`src/rtl/prince_pkg.sv`:
```
// PRINCE constants and round primitives shared by the core and its round datapath.
// Nibble 0 is bits [63:60] everywhere; M' columns are the 16-bit slices [63:48]..[15:0].
package prince_pkg;

    localparam int unsigned ROUNDS = 12;
    localparam logic [63:0] ALPHA  = 64'hc0ac29b7c97c50dd;

    localparam logic [63:0] RC [ROUNDS] = '{
        64'h0000000000000000, 64'h13198a2e03707344, 64'ha4093822299f31d0,
        64'h082efa98ec4e6c89, 64'h452821e638d01377, 64'hbe5466cf34e90c6c,
        64'h7ef84f78fd955cb1, 64'h85840851f1ac43aa, 64'hc882d32f25323c54,
        64'h64a51195e0e3610d, 64'hd3b5a399ca0c2399, 64'hc0ac29b7c97c50dd
    };

    function automatic logic [3:0] sbox(input logic [3:0] x);
        logic [63:0] tbl;
        tbl = 64'hbf32ac916780e5d4;
        return tbl[6'd60 - {x, 2'b00} +: 4];
    endfunction

    function automatic logic [3:0] sbox_inv(input logic [3:0] x);
        logic [63:0] tbl;
        tbl = 64'hb732fd89a6405ec1;
        return tbl[6'd60 - {x, 2'b00} +: 4];
    endfunction

    function automatic logic [63:0] s_layer(input logic [63:0] x);
        logic [63:0] y;
        for (int n = 0; n < 16; n++) y[4*n +: 4] = sbox(x[4*n +: 4]);
        return y;
    endfunction

    function automatic logic [63:0] s_inv_layer(input logic [63:0] x);
        logic [63:0] y;
        for (int n = 0; n < 16; n++) y[4*n +: 4] = sbox_inv(x[4*n +: 4]);
        return y;
    endfunction

    // Output nibble m takes input nibble 5m mod 16; the inverse uses 13 = 5^-1 mod 16.
    function automatic logic [63:0] sr(input logic [63:0] x);
        logic [63:0] y;
        for (int m = 0; m < 16; m++) y[60 - 4*m +: 4] = x[60 - 4*((5*m) % 16) +: 4];
        return y;
    endfunction

    function automatic logic [63:0] sr_inv(input logic [63:0] x);
        logic [63:0] y;
        for (int m = 0; m < 16; m++) y[60 - 4*m +: 4] = x[60 - 4*((13*m) % 16) +: 4];
        return y;
    endfunction

    // Block (j,i) of M-hat0 is M_{(i+j)%4}, of M-hat1 is M_{(i+j+1)%4}; M_k drops bit k.
    function automatic logic [63:0] m_prime(input logic [63:0] x);
        logic [63:0] y;
        int          base;
        int          hat;
        y = '0;
        for (int c = 0; c < 4; c++) begin
            base = 63 - 16 * c;
            hat  = (c == 1 || c == 2) ? 1 : 0;
            for (int j = 0; j < 4; j++)
                for (int k = 0; k < 4; k++)
                    for (int i = 0; i < 4; i++)
                        if ((i + j + hat) % 4 != k)
                            y[base - 4*j - k] = y[base - 4*j - k] ^ x[base - 4*i - k];
        end
        return y;
    endfunction

endpackage

```
`src/rtl/prince_cipher_if.sv`:
```
// Host-side bus of the PRINCE core: block/key in, ciphertext and done pulse out.
// The decrypt select exists only when PRINCE_DECRYPT_EN is defined.
interface prince_cipher_if;
    logic [63:0]  plaintext;
    logic [127:0] key;
`ifdef PRINCE_DECRYPT_EN
    logic         decrypt;
`endif
    logic [63:0]  ciphertext;
    logic         done;

    modport master (
        output plaintext, key,
`ifdef PRINCE_DECRYPT_EN
        output decrypt,
`endif
        input  ciphertext, done
    );

    modport slave (
        input  plaintext, key,
`ifdef PRINCE_DECRYPT_EN
        input  decrypt,
`endif
        output ciphertext, done
    );
endinterface

```
`src/rtl/prince_round.sv`:
```
// Combinational PRINCE round: forward (cnt 1..5), middle (cnt 6), inverse (cnt 7..11).
// Zero latency; no flow control. One shared M' instance serves all three round kinds.
module prince_round
    import prince_pkg::*;
(
    input  logic [3:0]  cnt_i,
    input  logic [63:0] state_i,
    input  logic [63:0] k1_i,
    output logic [63:0] state_o
);

    logic        inv_phase;
    logic [3:0]  rc_idx;
    logic [63:0] rc;
    logic [63:0] mp_in;
    logic [63:0] mp_out;

    always_comb begin
        inv_phase = (cnt_i >= 4'd7);
        rc_idx    = inv_phase ? cnt_i - 4'd1 : cnt_i;
        rc        = (rc_idx < 4'(ROUNDS)) ? RC[rc_idx] : '0;
        // Forward and middle rounds feed M' from the S-layer, inverse rounds from SR^-1.
        mp_in     = inv_phase ? sr_inv(state_i ^ k1_i ^ rc) : s_layer(state_i);
        mp_out    = m_prime(mp_in);
        if (cnt_i <= 4'd5) state_o = sr(mp_out) ^ rc ^ k1_i;
        else               state_o = s_inv_layer(mp_out);
    end

endmodule

```
`src/rtl/prince_cipher_top.sv`:
```
// PRINCE core, one round per clock; loads every 12 cycles, result 11 edges after the load edge.
// No backpressure: free-running, host holds inputs across loads. PRINCE_DECRYPT_EN adds decrypt.
module prince_cipher_top
    import prince_pkg::*;
(
    input  logic           clk,
    input  logic           reset,
    prince_cipher_if.slave bus
);

    logic [3:0]  cnt_q,   cnt_d;
    logic [63:0] state_q, state_d;
    logic [63:0] k0p_q,   k0p_d;
    logic [63:0] k1_q,    k1_d;
    logic [63:0] ct_q,    ct_d;
    logic        done_q,  done_d;

    logic [63:0] k0_in, k0p_in, pre_key, post_key, k1_sel, round_out;
    logic        load, last;

    prince_round u_round (
        .cnt_i   (cnt_q),
        .state_i (state_q),
        .k1_i    (k1_q),
        .state_o (round_out)
    );

    always_comb begin
        k0_in    = bus.key[127:64];
        k0p_in   = {k0_in[0], k0_in[63:1]} ^ {63'd0, k0_in[63]};
        pre_key  = k0_in;
        post_key = k0p_in;
        k1_sel   = bus.key[63:0];
`ifdef PRINCE_DECRYPT_EN
        // Alpha reflection: decryption is encryption with k0/k0' swapped and k1 ^ alpha.
        if (bus.decrypt) begin
            pre_key  = k0p_in;
            post_key = k0_in;
            k1_sel   = bus.key[63:0] ^ ALPHA;
        end
`endif
    end

    // The pre-whitening key is consumed at load, so only k0' and k1 are held for the block.
    always_comb begin
        load    = (cnt_q == 4'd0);
        last    = (cnt_q == 4'(ROUNDS - 1));
        cnt_d   = last ? 4'd0 : cnt_q + 4'd1;
        state_d = round_out;
        k0p_d   = k0p_q;
        k1_d    = k1_q;
        ct_d    = ct_q;
        done_d  = 1'b0;
        if (load) begin
            state_d = bus.plaintext ^ pre_key ^ k1_sel ^ RC[0];
            k0p_d   = post_key;
            k1_d    = k1_sel;
        end
        if (last) begin
            ct_d   = round_out ^ RC[ROUNDS - 1] ^ k1_q ^ k0p_q;
            done_d = 1'b1;
        end
    end

    always_ff @(posedge clk or negedge reset) begin
        if (!reset) begin
            cnt_q   <= '0;
            state_q <= '0;
            k0p_q   <= '0;
            k1_q    <= '0;
            ct_q    <= '0;
            done_q  <= 1'b0;
        end else begin
            cnt_q   <= cnt_d;
            state_q <= state_d;
            k0p_q   <= k0p_d;
            k1_q    <= k1_d;
            ct_q    <= ct_d;
            done_q  <= done_d;
        end
    end

    assign bus.ciphertext = ct_q;
    assign bus.done       = done_q;

endmodule

```
`src/flat_wrapper.sv`:
```
// flat-port wrapper written by rule: the top's interface ports become plain ports
module prince_cipher_top_flat import prince_pkg::*;
  (clk, reset, bus_plaintext, bus_key, bus_ciphertext, bus_done);
  prince_cipher_if bus_i ();
  input  logic clk;
  input  logic reset;
  input wire logic [$bits(bus_i.plaintext)-1:0] bus_plaintext;
  input wire logic [$bits(bus_i.key)-1:0] bus_key;
  output wire logic [$bits(bus_i.ciphertext)-1:0] bus_ciphertext;
  output wire logic [$bits(bus_i.done)-1:0] bus_done;
  assign bus_i.plaintext = bus_plaintext;
  assign bus_i.key = bus_key;
  assign bus_ciphertext = bus_i.ciphertext;
  assign bus_done = bus_i.done;
  prince_cipher_top u_core (.clk(clk), .reset(reset), .bus(bus_i));
endmodule
```
`config.mk`:
```
export PLATFORM = sky130hd
export DESIGN_NAME = prince_cipher_top_flat
export DESIGN_NICKNAME = d
export VERILOG_FILES = /design/src/rtl/prince_pkg.sv /design/src/rtl/prince_cipher_if.sv /design/src/rtl/prince_round.sv /design/src/rtl/prince_cipher_top.sv /design/src/flat_wrapper.sv
export SDC_FILE = /design/constraint.sdc
export NUM_CORES = 1
export LEC_CHECK = 0
export CORE_ASPECT_RATIO = 0.8
export CORE_MARGIN = 2
export CORE_UTILIZATION = 55
export CTS_CLUSTER_DIAMETER = 120
export DETAILED_ROUTE_END_ITERATION = 6
export PLACE_DENSITY = 0.78
export SKIP_LAST_GASP = 1
export SLEW_MARGIN = 20
export SYNTH_ARGS = -nofsm -noshare
export SYNTH_HDL_FRONTEND = slang
export SYNTH_SLANG_ARGS = --single-unit
```
`constraint.sdc`:
```
create_clock -name clk -period 8.65 [get_ports clk]
set_input_delay 0.865 -clock clk [delete_from_list [all_inputs] [get_ports clk]]
set_output_delay 0.865 -clock clk [all_outputs]
set_load 0.05 [all_outputs]
```
==> key figures, run 1 <==
Clock network
  – Clock buffer depth: 3
  – Setup Buffers After CTS: 0
  – Post-CTS resize count: 0
  – Clock input transition at the sequential cells of the worst setup and hold paths: approximately 0.07 ns
  – Total clock buffers created by CTS: 29
  – Number of hold buffers added after cts: 0
  – Number of H-tree branching levels: 1
  – # clock sinks: ~260
  – TritonCTS clock tree: done
  – Source-to-sink clock delay at the later pin of the worst-skew pair: between 0.6 and 0.7 ns
  – Clock root buffer: sky130_fd_sc_hd__clkbuf_16

Synth
  – Seq cells post-synth: around 260
  – Synth area leaders: sky130_fd_sc_hd__dfrtp_1, sky130_fd_sc_hd__xnor2_1, sky130_fd_sc_hd__nand2_1
  – Ys flop type: sky130_fd_sc_hd__dfrtp_1
  – Most used standard cells in the synthesized netlist: sky130_fd_sc_hd__nand2_1, sky130_fd_sc_hd__xnor2_1, sky130_fd_sc_hd__dfrtp_1, sky130_fd_sc_hd__ha_1, sky130_fd_sc_hd__xor2_1
  – Share of flip-flops with an asynchronous set or reset: 1.000
  – Post-Synthesis Cell Area: ~25,000 sq um
  – Mean instance size in the synthesized netlist: approximately 8.6 sq um
  – Synthesized Nets: 3,333
  – Warnings from Yosys: 0
  – Number of flops mapped to enable cells by yosys: 0
  – Leading cell type by number of instances after synthesis: sky130_fd_sc_hd__nand2_1
  – Area share of the largest cell type after synthesis: 0.2562
  – Part of the Yosys area used for sequential elements: 0.2562
  – Distinct cells, synth: approximately 110
  – Number of instances in the synthesized netlist: just under 3,000
  – Leading area contributor after synthesis: sky130_fd_sc_hd__dfrtp_1

Finish
  – Fraction of layout cells with a size suffix above 1: 0.06039
  – Inserted Diodes: 0
  – Number of inserted filler cells in the final layout: a little under 4,000
  – Sequential cell area in the final layout: around 6500 sq um
  – Area taken by multi-input logic gates: 17,850 sq um
  – Growth of design area from synthesis to finish: 15.99%
  – Fin nets: between 3,000 and 4,000

Global route
  – Largest net degree at the start of global routing: about 160
  – First-pass GRT wire length: roughly 140,000 um
  – Via count of the first global-routing pass: ~22,000
  – Met1 GRT Util: 0.5443
  – Met3 Usage GRT: 0.07462
  – Grt total ovfl: 0
  – Met2 global-route usage: 0.5679
  – Global-route layer with the greatest usage: met2
  – Initial antenna violation count: 1
  – Global router's overall resource usage: 0.3775

Timing
  – Share of the cycle needed by the critical path after routing: 0.8019
  – WHS: between 0.2 and 0.3 ns
  – Setup repair after global routing missed its margin: false
  – Worst clock skew: 0.01276 ns
  – Achievable frequency: between 100 and 150 MHz
  – Final number of max-transition violations: 0
  – Min Clock Period, post-route: around 7 ns
  – Actual slew at the worst max-slew pin: approximately 1.1 ns
  – Worst slew margin: 0.2678
  – Final Hold Violating Endpoints: 0
  – Setup total negative slack: 0 ns
  – Final setup vio count: 0

Route
  – DR pass1 iterations: 6
  – Total routed wirelength: roughly 93,000 um
  – Number of remaining DRC errors: 0
  – Antenna viol nets, final: 0
  – Vias after detailed routing: approximately 24,000
  – Number of design-rule violations left by the first detailed-router iteration: between 2,000 and 3,000
  – Number of vias per cell: around 6.3
  – Average wire per cell in the routed design: 24.66 um

Power
  – Power Density: around 310 nW/um^2
  – Static leakage power: around 13 nW
  – Maximum VDD drop: roughly 0.33 mV

Run status
  – Result of the run: completed

Worst setup path
  – Crit Path Max Fanout: 32
  – Startpoint Class: register
  – R2r startpoint: u_core.cnt_q[1]
  – FF-to-FF path depth: 19
  – Critical path data required time: between 9 and 10 ns
  – Kind of critical path: reg -> reg
  – Internal reg-to-reg setup slack: 1.71 ns
  – Worst r2r dst: u_core.bus.ciphertext[6]
  – Arr. time, crit path: between 7 and 8 ns
  – Endpoint class of the critical path: register

Placement
  – Count of input and output buffers: about 260
  – Half-perimeter wire length after detailed placement: 70,740 um
  – Placer Congestion: approximately 1

Job
  – Total of max-cap violations: 0

Die
  – I/O pin cnt: approximately 260
  – Placement row count: 70
  – Starting density of the core: 0.5577
  – Chip Height: 196.6 um
  – X dimension of the die: ~240 um
  – Core Box Area: between 40,000 and 50,000 sq um
  – Total Die Area: between 40,000 and 50,000 sq um

Hold path
  – Min-delay worst type: in -> async
-- cells in the final DEF, fill, tap and decap left out, drive strengths merged, types with 26 or more instances in the layout --
master,count
a211oi,68
a21o,26
a21oi,115
a31oi,31
and2,29
buf,30
clkbuf,35
clkdlybuf4s50,257
dfrtp,261
ha,159
inv,110
mux2i,82
nand2,569
nand3,55
nor2,128
nor3,62
o211ai,40
o21ai,129
xnor2,327
xnor3,50
xor2,131
-- power by group --
group / switching [W] / internal (W) / total (W)
registers: 0.000289 / 0.00147 / 0.00176
clock network: 0.000587 / 0.000982 / 0.00157
logic: 0.00354 / 0.00224 / 0.00578
total: 0.00442 / 0.00470 / 0.00911
-- cell families after synthesis --
logic type               synth area share
buffers and inverters             0.04593
multiplexers                      0.05261
adder cells (fa/ha/maj)           0.07803
AND/OR/NAND/NOR                    0.1784
XOR/XNOR                           0.2072
AO/OA/AOI/OAI                      0.1817
flip-flops                         0.2562
-- routing by layer --
metal	wire [um]	up-vias
li1	-	10660
met1	40470	11550
met2	39570	1171
met3	9317	172
met4	3308	0
met5	0	-
-- metrics by stage --
| stage | cells | setup WS [ns] | instance area (sq um) | power, W | utilization |
|---|---|---|---|---|---|
| 2_1_floorplan | 2980 | 2.278 | 25500 | 0.005717 | - |
| 3_3_place_gp | 3703 | 1.976 | 28360 | 0.007221 | 0.6203 |
| 3_5_place_dp | 3703 | 1.876 | 28360 | 0.007381 | 0.6203 |
| 4_1_cts | 3757 | 1.854 | 29550 | 0.008993 | 0.6463 |
| 5_1_grt | 3758 | 1.390 | 29570 | 0.009588 | 0.6469 |
| 6_report | 3758 | 1.713 | 29570 | 0.009113 | 0.6469 |
-- worst max path at each step --
stage / start / to / slack (ns) / cells past startpoint
after global placement: u_core.cnt_q[1] / u_core.bus.ciphertext[23] / 1.98 / 16
after CTS: u_core.cnt_q[1] / u_core.bus.ciphertext[23] / 1.85 / 16
final: u_core.cnt_q[1] / u_core.bus.ciphertext[6] / 1.71 / 19
after global routing: u_core.cnt_q[1] / u_core.bus.ciphertext[6] / 1.39 / 18
after floorplan: u_core.cnt_q[0] / u_core.bus.ciphertext[59] / 2.28 / 25
after detailed placement: u_core.cnt_q[1] / u_core.bus.ciphertext[23] / 1.88 / 16
-- worst max-delay path: stages (launching register included) --
cell,delay [ns]
sky130_fd_sc_hd__dfrtp_1,0.58
sky130_fd_sc_hd__ha_1,0.84
sky130_fd_sc_hd__a21oi_4,0.09
sky130_fd_sc_hd__buf_4,0.27
sky130_fd_sc_hd__xnor2_1,0.46
sky130_fd_sc_hd__ha_1,0.62
sky130_fd_sc_hd__inv_1,0.33
sky130_fd_sc_hd__xnor2_1,0.24
sky130_fd_sc_hd__a21oi_2,0.45
sky130_fd_sc_hd__xnor3_1,0.29
sky130_fd_sc_hd__a21oi_1,0.27
sky130_fd_sc_hd__xnor2_1,0.17
sky130_fd_sc_hd__xnor2_1,0.51
sky130_fd_sc_hd__inv_1,0.14
sky130_fd_sc_hd__ha_1,0.38
sky130_fd_sc_hd__or4_1,0.55
sky130_fd_sc_hd__o2111ai_1,0.12
sky130_fd_sc_hd__a211oi_1,0.09
sky130_fd_sc_hd__and3b_1,0.26
sky130_fd_sc_hd__o211ai_1,0.11
-- layout make-up --
type,instances,area share
multi-input combinational,2437,0.6036
sequential,261,0.2208
timing repair buffer,287,0.09595
clock buffer,35,0.02665
tap,612,0.02589
inverter,107,0.01358
clock inverter,19,0.01350
-- registers in the layout, indices dropped and copies added, names as in the netlist --
register and cells:
u_core.bus.ciphertext 64, u_core.cnt_q 4, u_core.k0p_q 64, u_core.bus.done 1
u_core.state_q 64, u_core.k1_q 64
Power figures use the tool's default switching activity.
==> inputs of run 2 (changes only) <==
==> constraint.sdc (replaced) <==
create_clock -name clk -period 6.64 [get_ports clk]
set_input_delay 0.664 -clock clk [delete_from_list [all_inputs] [get_ports clk]]
set_output_delay 0.664 -clock clk [all_outputs]
set_load 0.05 [all_outputs]
==> key figures, run 2 (same netlist as run 1, synthesis figures left out) <==
Clock network
  – Clock buffer depth: 3 (unchanged)
  – Number of H-tree branching levels: 1 (unchanged)
  – Total clock buffers created by CTS: 29 (unchanged)
  – Source-to-sink clock delay at the later pin of the worst-skew pair: 0.60 ns (about the same)
  – Number of hold buffers added after cts: 0 (unchanged)
  – # clock sinks: 261 (unchanged)
  – Clock root buffer: sky130_fd_sc_hd__clkbuf_16
  – Setup Buffers After CTS: 0 (unchanged)
  – TritonCTS clock tree: done
  – Post-CTS resize count: 0 (unchanged)
  – Clock input transition at the sequential cells of the worst setup and hold paths: 0.07 ns (about the same)

Power
  – Static leakage power: 12.92 nW (+0.20%)
  – Internal power contribution: 0.005929 W (+26%)
  – Power Density: 395.6 nW/um^2 (+28%)
  – Sw Pwr: 0.005771 W (+31%)
  – Logic gate share of total power: 0.652 (+0.017)
  – Net switching share of the total power: 0.4933 (+0.008639)
  – Flop pwr share: 0.195 (+0.002)
  – Share of power burned in the clock network: 0.153 (-0.019)
  – Maximum VDD drop: 0.3267 mV (-2.0%)

Worst setup path
  – Startpoint Class: register
  – FF-to-FF path depth: 20 (+1)
  – Critical path data required time: 7.08 ns (-2.05 ns)
  – Arr. time, crit path: 6.63 ns (-0.79 ns)
  – Kind of critical path: reg -> reg
  – Endpoint class of the critical path: register
  – Crit Path Max Fanout: 13 (-59%)
  – Internal reg-to-reg setup slack: 0.45 ns (-1.27 ns)
  – R2r startpoint: u_core.cnt_q[1]
  – Worst r2r dst: u_core.bus.ciphertext[59]

Timing
  – Min Clock Period, post-route: 6.194 ns (-0.7430 ns)
  – Setup repair after global routing missed its margin: false
  – Worst slew margin: 0.2750 (+0.007201)
  – Final number of max-transition violations: 0 (unchanged)
  – WHS: 0.07580 ns (-0.2049 ns)
  – Worst clock skew: 0.01942 ns (+0.006667 ns)
  – Share of the cycle needed by the critical path after routing: 0.9328 (+0.1309)
  – Final setup vio count: 0 (unchanged)
  – Actual slew at the worst max-slew pin: 1.084 ns (-0.01077 ns)
  – Setup total negative slack: 0 ns (unchanged)
  – Achievable frequency: 161.5 MHz (+12%)
  – Final Hold Violating Endpoints: 0 (unchanged)

Global route
  – First-pass GRT wire length: 138,000 um (-0.15%)
  – Grt total ovfl: 0 (unchanged)
  – Initial antenna violation count: 3 (+2)
  – Largest net degree at the start of global routing: 154 (-0.65%)
  – Via count of the first global-routing pass: 22,760 (+1.6%)
  – Global router's overall resource usage: 0.3751 (-0.002407)

Finish
  – Fraction of layout cells with a size suffix above 1: 0.06631 (+0.005915)
  – Inserted Diodes: 0 (unchanged)
  – Most common cell after layout, fill and taps aside: sky130_fd_sc_hd__nand2_1
  – Final standard cell count with taps included and fillers excluded: 3,779 (+0.56%)
  – Highest-count cells in the layout ignoring fill and taps: sky130_fd_sc_hd__nand2_1, sky130_fd_sc_hd__xnor2_1, sky130_fd_sc_hd__dfrtp_1
  – Number of inserted filler cells in the final layout: 3,869 (+0.62%)
  – Growth of design area from synthesis to finish: 16.00% (about the same)
  – Fin nets: 3,497 (+0.60%)

Die
  – Chip Height: 196.6 um (unchanged)
  – Placement row count: 70 (unchanged)
  – Total Die Area: 48,110 sq um (unchanged)
  – X dimension of the die: 244.7 um (unchanged)
  – I/O pin cnt: 259 (unchanged)
  – Core Box Area: 45,720 sq um (unchanged)
  – Starting density of the core: 0.5577 (unchanged)

Route
  – Average wire per cell in the routed design: 24.22 um (-1.8%)
  – Number of remaining DRC errors: 1 (+1)
  – Antenna viol nets, final: 0 (unchanged)
  – Vias after detailed routing: 23,750 (+0.79%)
  – Number of vias per cell: 6.284 (+0.23%)
  – DR pass1 iterations: 7 (+1)
  – Total routed wirelength: 91,540 um (-1.2%)
  – Number of design-rule violations left by the first detailed-router iteration: 2,547 (-7.9%)

Placement
  – Count of input and output buffers: 258 (unchanged)
  – Half-perimeter wire length after detailed placement: 70,330 um (-0.59%)
  – Placer Congestion: 1.038 (+4.6%)
  – Number of instances in the placed design: 3,725 (+0.59%)

Run status
  – Result of the run: complete, but fails checks
  – Failing checks: DRC

Hold path
  – Min-delay worst type: in -> async

Job
  – Total of max-cap violations: 0 (unchanged)
-- run 2: cell types whose count changed in the layout (fill, tap and decap cells not counted), sizes merged --
cell      change
clkbuf        +4
buf          +21
bufinv        -7
inv           -1
clkinv        +2
clkinvlp      +2
-- run 2: area by class of cell --
class                      instances  area, sq um  area share
multi-input combinational       2437        17850      0.6036
sequential                       261         6531      0.2208
timing repair buffer             308         2988      0.1010
clock buffer                      39        833.3     0.02817
tap                              612        765.7     0.02589
inverter                         107        401.6     0.01358
clock inverter                    15        205.2    0.006938
-- run 2: worst max-delay path, stage by stage, from the launching register on --
cell and delay [ns]:
sky130_fd_sc_hd__dfrtp_1 0.60, sky130_fd_sc_hd__inv_1 0.20, sky130_fd_sc_hd__ha_1 0.48, sky130_fd_sc_hd__mux2i_4 0.22, sky130_fd_sc_hd__buf_4 0.26, sky130_fd_sc_hd__inv_2 0.14, sky130_fd_sc_hd__ha_1 0.30, sky130_fd_sc_hd__mux2_2 0.31
sky130_fd_sc_hd__a22oi_2 0.48, sky130_fd_sc_hd__xor2_1 0.33, sky130_fd_sc_hd__xnor2_1 0.21, sky130_fd_sc_hd__xor2_1 0.23, sky130_fd_sc_hd__o21ai_0 0.13, sky130_fd_sc_hd__xnor2_1 0.75, sky130_fd_sc_hd__ha_1 0.45, sky130_fd_sc_hd__a211oi_1 0.25
sky130_fd_sc_hd__mux2i_1 0.11, sky130_fd_sc_hd__o211ai_1 0.12, sky130_fd_sc_hd__a31oi_1 0.17, sky130_fd_sc_hd__xnor2_1 0.18, sky130_fd_sc_hd__o21ai_0 0.09
-- run 2: per-layer routing --
| metal | GRT usage | vias to the layer above | part of all wire |
|---|---|---|---|
| li1 | - | 10710 | - |
| met1 | 0.5340 | 11610 | 0.43 |
| met2 | 0.5836 | 1241 | 0.44 |
| met3 | 0.06400 | 187 | 0.097 |
| met4 | 0.1140 | 4 | 0.033 |
| met5 | 0 | - | 0.00025 |
-- run 2: through the flow --
stage	setup WS, ns	util	power, W	cell area (sq um)
after global routing	0.1778	0.6469	0.01232	29580
after global placement	0.7083	0.6242	0.009482	28540
after CTS	0.6398	0.6469	0.01154	29580
final	0.4462	0.6469	0.01170	29580
after floorplan	0.2678	-	0.007447	25500
after detailed placement	0.6518	0.6242	0.009694	28540
-- run 2: worst max path at each step --
stage	endpoint	startpoint	cells past startpoint
floorplan	u_core.bus.ciphertext[59]	u_core.cnt_q[0]	25
global placement	u_core.bus.ciphertext[59]	u_core.cnt_q[1]	20
detailed placement	u_core.bus.ciphertext[59]	u_core.cnt_q[1]	20
CTS	u_core.bus.ciphertext[59]	u_core.cnt_q[1]	20
global route	u_core.state_q[8]	u_core.cnt_q[1]	16
finish	u_core.bus.ciphertext[59]	u_core.cnt_q[1]	20
-- run 2: power by group through the flow --
stage	clock, W	sequential (W)	combinational, W
floorplan	0	0.00283	0.00462
global placement	0	0.00228	0.00720
detailed placement	0	0.00229	0.00741
CTS	0.00181	0.00227	0.00747
global route	0.00186	0.00231	0.00815
finish	0.00179	0.00228	0.00763
